`config.mk`:
```
export PLATFORM = sky130hd
export DESIGN_NAME = if_id_skid_stage
export DESIGN_NICKNAME = d
export VERILOG_FILES = /design/src/rtl/pipe_pkg.sv /design/src/rtl/pipe_payload_reg.sv /design/src/rtl/if_id_skid_stage.sv
export SDC_FILE = /design/constraint.sdc
export NUM_CORES = 1
export LEC_CHECK = 0
export CAP_MARGIN = 40
export CELL_PAD_IN_SITES_DETAIL_PLACEMENT = 0
export CELL_PAD_IN_SITES_GLOBAL_PLACEMENT = 1
export CORE_AREA = 5 5 172 141
export DETAILED_ROUTE_END_ITERATION = 12
export DIE_AREA = 0 0 177 146
export MAX_ROUTING_LAYER = met4
export PLACE_DENSITY_LB_ADDON = 0.1
export SLEW_MARGIN = 20
export SYNTH_ARGS = -nofsm -noshare
export SYNTH_HDL_FRONTEND = slang
export SYNTH_HIERARCHICAL = 1
export SYNTH_SLANG_ARGS = --single-unit
```
`constraint.sdc`:
```
create_clock -name clk -period 2.3 [get_ports clk]
set_clock_uncertainty 0.05 [all_clocks]
set_input_delay 0.23 -clock clk [delete_from_list [all_inputs] [get_ports clk]]
set_output_delay 0.23 -clock clk [all_outputs]
set_load 0.005 [all_outputs]
```
`src/rtl/pipe_pkg.sv`:
```
// rtl/pipe_pkg.sv - shared pipeline-stage types and constants
package pipe_pkg;

  typedef enum logic [1:0] {
    ST_EMPTY = 2'd0,
    ST_MAIN  = 2'd1,
    ST_SKID  = 2'd2
  } pipe_state_e;

  localparam int          OCC_W       = 2;
  localparam logic [31:0] DEFAULT_NOP = 32'h0000_0000;

endpackage

```
`src/rtl/pipe_payload_reg.sv`:
```
// rtl/pipe_payload_reg.sv - {valid, instr, pc} holding register with clear and load
module pipe_payload_reg
  import pipe_pkg::*;
#(
  parameter int                 INSTR_W   = 32,
  parameter int                 PC_W      = 22,
  parameter logic [INSTR_W-1:0] NOP_INSTR = INSTR_W'(DEFAULT_NOP),
  parameter logic [PC_W-1:0]    RESET_PC  = '0
) (
  input  logic               clk,
  input  logic               rst,
  input  logic               i_clr,
  input  logic               i_load,
  input  logic               i_valid,
  input  logic [INSTR_W-1:0] i_instr,
  input  logic [PC_W-1:0]    i_pc,
  output logic               o_valid,
  output logic [INSTR_W-1:0] o_instr,
  output logic [PC_W-1:0]    o_pc
);

  logic               r_valid;
  logic [INSTR_W-1:0] r_instr;
  logic [PC_W-1:0]    r_pc;

  // Clear wins over load so a flush always leaves the slot in its reset image.
  always_ff @(posedge clk or posedge rst) begin
    if (rst) begin
      r_valid <= 1'b0;
      r_instr <= NOP_INSTR;
      r_pc    <= RESET_PC;
    end else if (i_clr) begin
      r_valid <= 1'b0;
      r_instr <= NOP_INSTR;
      r_pc    <= RESET_PC;
    end else if (i_load) begin
      r_valid <= i_valid;
      r_instr <= i_instr;
      r_pc    <= i_pc;
    end
  end

  assign o_valid = r_valid;
  assign o_instr = r_instr;
  assign o_pc    = r_pc;

endmodule

```
`src/rtl/if_id_skid_stage.sv`:
```
// rtl/if_id_skid_stage.sv - IF/ID stage with valid/ready handshake and 2-entry skid buffer
module if_id_skid_stage
  import pipe_pkg::*;
#(
  parameter int                 INSTR_W   = 32,
  parameter int                 PC_W      = 22,
  parameter logic [INSTR_W-1:0] NOP_INSTR = INSTR_W'(DEFAULT_NOP),
  parameter logic [PC_W-1:0]    RESET_PC  = '0
) (
  input  logic               clk,
  input  logic               rst,
  input  logic               flush,
  input  logic               hlt,
  input  logic               in_valid,
  output logic               in_ready,
  input  logic [INSTR_W-1:0] in_instr,
  input  logic [PC_W-1:0]    in_pc,
  output logic               out_valid,
  input  logic               out_ready,
  output logic [INSTR_W-1:0] out_instr,
  output logic [PC_W-1:0]    out_pc,
  output logic [OCC_W-1:0]   occ
);

  pipe_state_e        r_state;
  pipe_state_e        w_next_state;

  logic               w_main_valid, w_skid_valid;
  logic [INSTR_W-1:0] w_main_instr, w_skid_instr;
  logic [PC_W-1:0]    w_main_pc, w_skid_pc;

  logic               w_in_fire, w_out_fire, w_illegal, w_clr;
  logic               w_main_load, w_main_d_valid;
  logic [INSTR_W-1:0] w_main_d_instr;
  logic [PC_W-1:0]    w_main_d_pc;
  logic               w_skid_load, w_skid_d_valid;
  logic [INSTR_W-1:0] w_skid_d_instr;
  logic [PC_W-1:0]    w_skid_d_pc;

  // in_ready looks only at held state and hlt/flush, never at out_ready.
  assign in_ready   = !w_skid_valid && !hlt && !flush;
  assign out_valid  = w_main_valid && !hlt && !flush;
  assign out_instr  = out_valid ? w_main_instr : NOP_INSTR;
  assign out_pc     = w_main_pc;
  assign occ        = {1'b0, w_main_valid} + {1'b0, w_skid_valid};
  assign w_in_fire  = in_valid && in_ready;
  assign w_out_fire = out_valid && out_ready;
  assign w_illegal  = w_skid_valid && !w_main_valid;

  always_ff @(posedge clk or posedge rst) begin
    if (rst) r_state <= ST_EMPTY;
    else     r_state <= w_next_state;
  end

  always_comb begin
    w_next_state = r_state;
    if (flush || w_illegal) begin
      w_next_state = ST_EMPTY;
    end else begin
      case (r_state)
        ST_EMPTY: if (w_in_fire) w_next_state = ST_MAIN;
        ST_MAIN: begin
          if (w_in_fire && !w_out_fire)      w_next_state = ST_SKID;
          else if (!w_in_fire && w_out_fire) w_next_state = ST_EMPTY;
        end
        ST_SKID:  if (w_out_fire) w_next_state = ST_MAIN;
        default:  w_next_state = ST_EMPTY;
      endcase
    end
  end

  always_comb begin
    w_clr          = flush || w_illegal;
    w_main_load    = 1'b0;
    w_main_d_valid = 1'b1;
    w_main_d_instr = in_instr;
    w_main_d_pc    = in_pc;
    w_skid_load    = 1'b0;
    w_skid_d_valid = 1'b1;
    w_skid_d_instr = in_instr;
    w_skid_d_pc    = in_pc;
    case (r_state)
      ST_EMPTY: w_main_load = w_in_fire;
      ST_MAIN: begin
        if (w_in_fire && w_out_fire) begin
          w_main_load = 1'b1;
        end else if (w_in_fire) begin
          w_skid_load = 1'b1;
        end else if (w_out_fire) begin
          w_main_load    = 1'b1;
          w_main_d_valid = 1'b0;
          w_main_d_instr = NOP_INSTR;
          w_main_d_pc    = w_main_pc;
        end
      end
      ST_SKID: begin
        if (w_out_fire) begin
          w_main_load    = 1'b1;
          w_main_d_instr = w_skid_instr;
          w_main_d_pc    = w_skid_pc;
          w_skid_load    = 1'b1;
          w_skid_d_valid = 1'b0;
          w_skid_d_instr = w_skid_instr;
          w_skid_d_pc    = w_skid_pc;
        end
      end
      default: w_clr = 1'b1;
    endcase
  end

  pipe_payload_reg #(
    .INSTR_W(INSTR_W), .PC_W(PC_W), .NOP_INSTR(NOP_INSTR), .RESET_PC(RESET_PC)
  ) u_main (
    .clk(clk), .rst(rst), .i_clr(w_clr), .i_load(w_main_load),
    .i_valid(w_main_d_valid), .i_instr(w_main_d_instr), .i_pc(w_main_d_pc),
    .o_valid(w_main_valid), .o_instr(w_main_instr), .o_pc(w_main_pc)
  );

  pipe_payload_reg #(
    .INSTR_W(INSTR_W), .PC_W(PC_W), .NOP_INSTR(NOP_INSTR), .RESET_PC(RESET_PC)
  ) u_skid (
    .clk(clk), .rst(rst), .i_clr(w_clr), .i_load(w_skid_load),
    .i_valid(w_skid_d_valid), .i_instr(w_skid_d_instr), .i_pc(w_skid_d_pc),
    .o_valid(w_skid_valid), .o_instr(w_skid_instr), .o_pc(w_skid_pc)
  );

  a_no_orphan_skid: assert property (@(posedge clk) disable iff (rst) !w_illegal);

endmodule

```
==> results.ini <==
[critical_path]
cp_max_fo=16
critical_path_required_ns=2.02
crit_type=reg -> out
endpoint_kind=output pin
arrival_ns=1.92
cp-start-kind=flop

[flow_run]
max-cap-violations=0

[synth]
synth.distinct_cells=39
syn_area_per_cell_sq_um=9.33
yosysMostFrequentCell=nand2_1
netlist.area_leader.share=0.424
synth_area_leaders=dfrtp_1 (42%), mux2i_1 (17%), nand2_1 (9.5%)
async_flop_share=1.00
syn_area_sq_mm=0.00660
seq_area_frac_synth=0.424
yosys_most_used_dff=dfrtp_1
syn_inst=708
ys_warn_count=6
synth_common_cells=nand2_1 (167), nor2_1 (114), dfrtp_1 (112), mux2i_1 (110), and2_1 (32)
synth_nets=774
synth_edf_count=0
synth_seq_cells=112
synth_top_cell_by_area=dfrtp_1

[grt]
grt_pass1_wl_um=30600
overflow=0
grt_max_degree=111
grt_use_total=0.152
grt_pass1_vias=5544
antenna_found_initial=0

[floorplan]
core.rowCount=49
dieHeight_um=146
die_x_um=177
fp.coreArea_sq_mm=0.0222
initial_core_util=0.298
ios=118
dieArea_sq_mm=0.0258

[final_layout]
syn_to_final_growth_pct=29.3
layout-drive-gt1-share=0.0862
antennaDiodeCount=0
nNetsFinal=885

[timing]
hold_viol_final=0
fmax_mhz=455
rsz0062_at_grt=no
fin_setup_tns_ns=0
fin_crit_ns=2.20
final-setup-viol-count=0
worst_slew_pin_slew_ns=0.593
fin_ws_ns=0.102
slew_headroom=0.604
min_period_over_period=0.956
slew_violations=0

[placed_design]
io_buffer_count=117
pre_cts_slack_ns=-0.306
place_hpwl_um=12000
gp_congestion=0.718

[drt]
via_per_inst=4.65
initialDrtViolationCount=258
drtAntennaViolNets=0
dr.pass1.iters=4
drc_errors=0
drt_wl_total_um=19300
wl_per_cell_um=17.1
vias=5254

[power]
total_power_mw=4.27
vdd_drop_max_mv=0.291
powerDensity_mw_per_mm2=500
leakage_nw=3.89

[clocking]
cts.sinks=112
cts_made_buffers=9
clock_path_buffers=2
h-tree-depth=3
cts_tree=built
clock-root-buffer=clkbuf_16
insertion_delay_ns=0.35
clkTransAtPathRegs_ns=0.07

[outcome]
status=finished, final reports clean

[min_path]
hold_class=in -> async

## stage by stage
step            util  hold WS, ns  area, sq um  instances
3_5_place_dp   0.367        0.442         8140       1110
3_3_place_gp   0.366        0.439         8130       1109
6_report       0.385       0.0642         8540       1130
5_1_grt        0.385       0.0788         8540       1130
2_1_floorplan      -      -0.0788         6600        708
4_1_cts        0.381       0.0515         8460       1126
## what timing repair did
item | in CTS | in global routing
pin swaps | 0 | 1
buffers inserted | 0 | 3
resized for setup | 3 | 10
hold buffers | 0 | 0
hold endpoints to repair | 0 | 0
cloned | 0 | 1
endpoints found under the setup margin | 32 | 35
## per-layer routing
| layer | track usage | wire, um |
|---|---|---|
| met5 | - | 0 |
| met4 | 0.0286 | 145 |
| met3 | 0.0260 | 635 |
| met2 | 0.238 | 8740 |
| met1 | 0.209 | 9780 |
## critical path: stages, from the launching register on
cell	delay, ns
dfrtp_2	0.42
inv_2	0.07
nor3_4	0.15
buf_12	0.14
clkbuf_16	0.16
and2_1	0.13
clkdlybuf4s50_1	0.50
## placed cells by master, fill, tap and decap left out, drive strengths merged, types with 22 or more instances in the layout
master / synthesis / final
dfrtp: 112 / 112
a221o: 22 / 22
mux2i: 110 / 110
buf: 46 / 37
nor2: 115 / 115
and2: 33 / 33
and3: 22 / 22
clkdlybuf4s50: 0 / 108
nand2: 167 / 167
a22o: 30 / 30
## final timing paths
path / from / to / slack, ns / cells after the start
setup / recovery: u_main/o_valid$_DFFE_PP0P_ / out_instr[30] / 0.10 / 6
hold / removal: rst / r_state[1]$_DFFE_PP0P_ / 0.06 / 2
setup reg to reg: u_skid/o_valid$_DFFE_PP0P_ / u_main/o_pc[6]$_DFFE_PP0P_ / 0.17 / 7
hold reg to reg: u_main/o_instr[7]$_DFFE_PP0P_ / u_main/o_instr[7]$_DFFE_PP0P_ / 0.47 / 2
max in group asynchronous: rst / u_skid/o_pc[21]$_DFFE_PP0P_ / 1.50 / 3
min in group clk: u_main/o_instr[7]$_DFFE_PP0P_ / u_main/o_instr[7]$_DFFE_PP0P_ / 0.47 / 2
## kinds of logic (layout without fill, tap and decap cells)
logic type,Yosys count,after routing,synth area share
AOI/OAI and AO/OA,62,62,0.0849
xor gates and xnor gates,1,1,0.00133
adders and majority gates,6,6,0.0114
buffers and inverters,65,181,0.0750
DFF,112,112,0.424
muxes,110,110,0.167
and+or+nand+nor,352,352,0.236
## layout make-up
cell class                 instances  area, sq um
fill                            2227        13700
multi-input combinational        531         3340
sequential                       112         2800
timing repair buffer             155         1670
tap                              306          383
clock buffer                      11          243
clock inverter                     5         65.1
inverter                          10         38.8
## registers in the layout, indices dropped and copies added (netlist names)
signal,count
u_skid/o_valid,1
u_main/o_pc,22
r_state,2
u_skid/o_instr,32
u_main/o_valid,1
u_main/o_instr,32
u_skid/o_pc,22
## where the power goes
group	leakage, nW	switching, mW	internal, mW	total, mW
logic	2.19	0.288	0.301	0.589
registers	1.55	0.0258	2.00	2.03
clock network	0.144	0.768	0.887	1.66
total	3.89	1.08	3.19	4.27
Note: power is estimated with default switching activity, not from simulation.
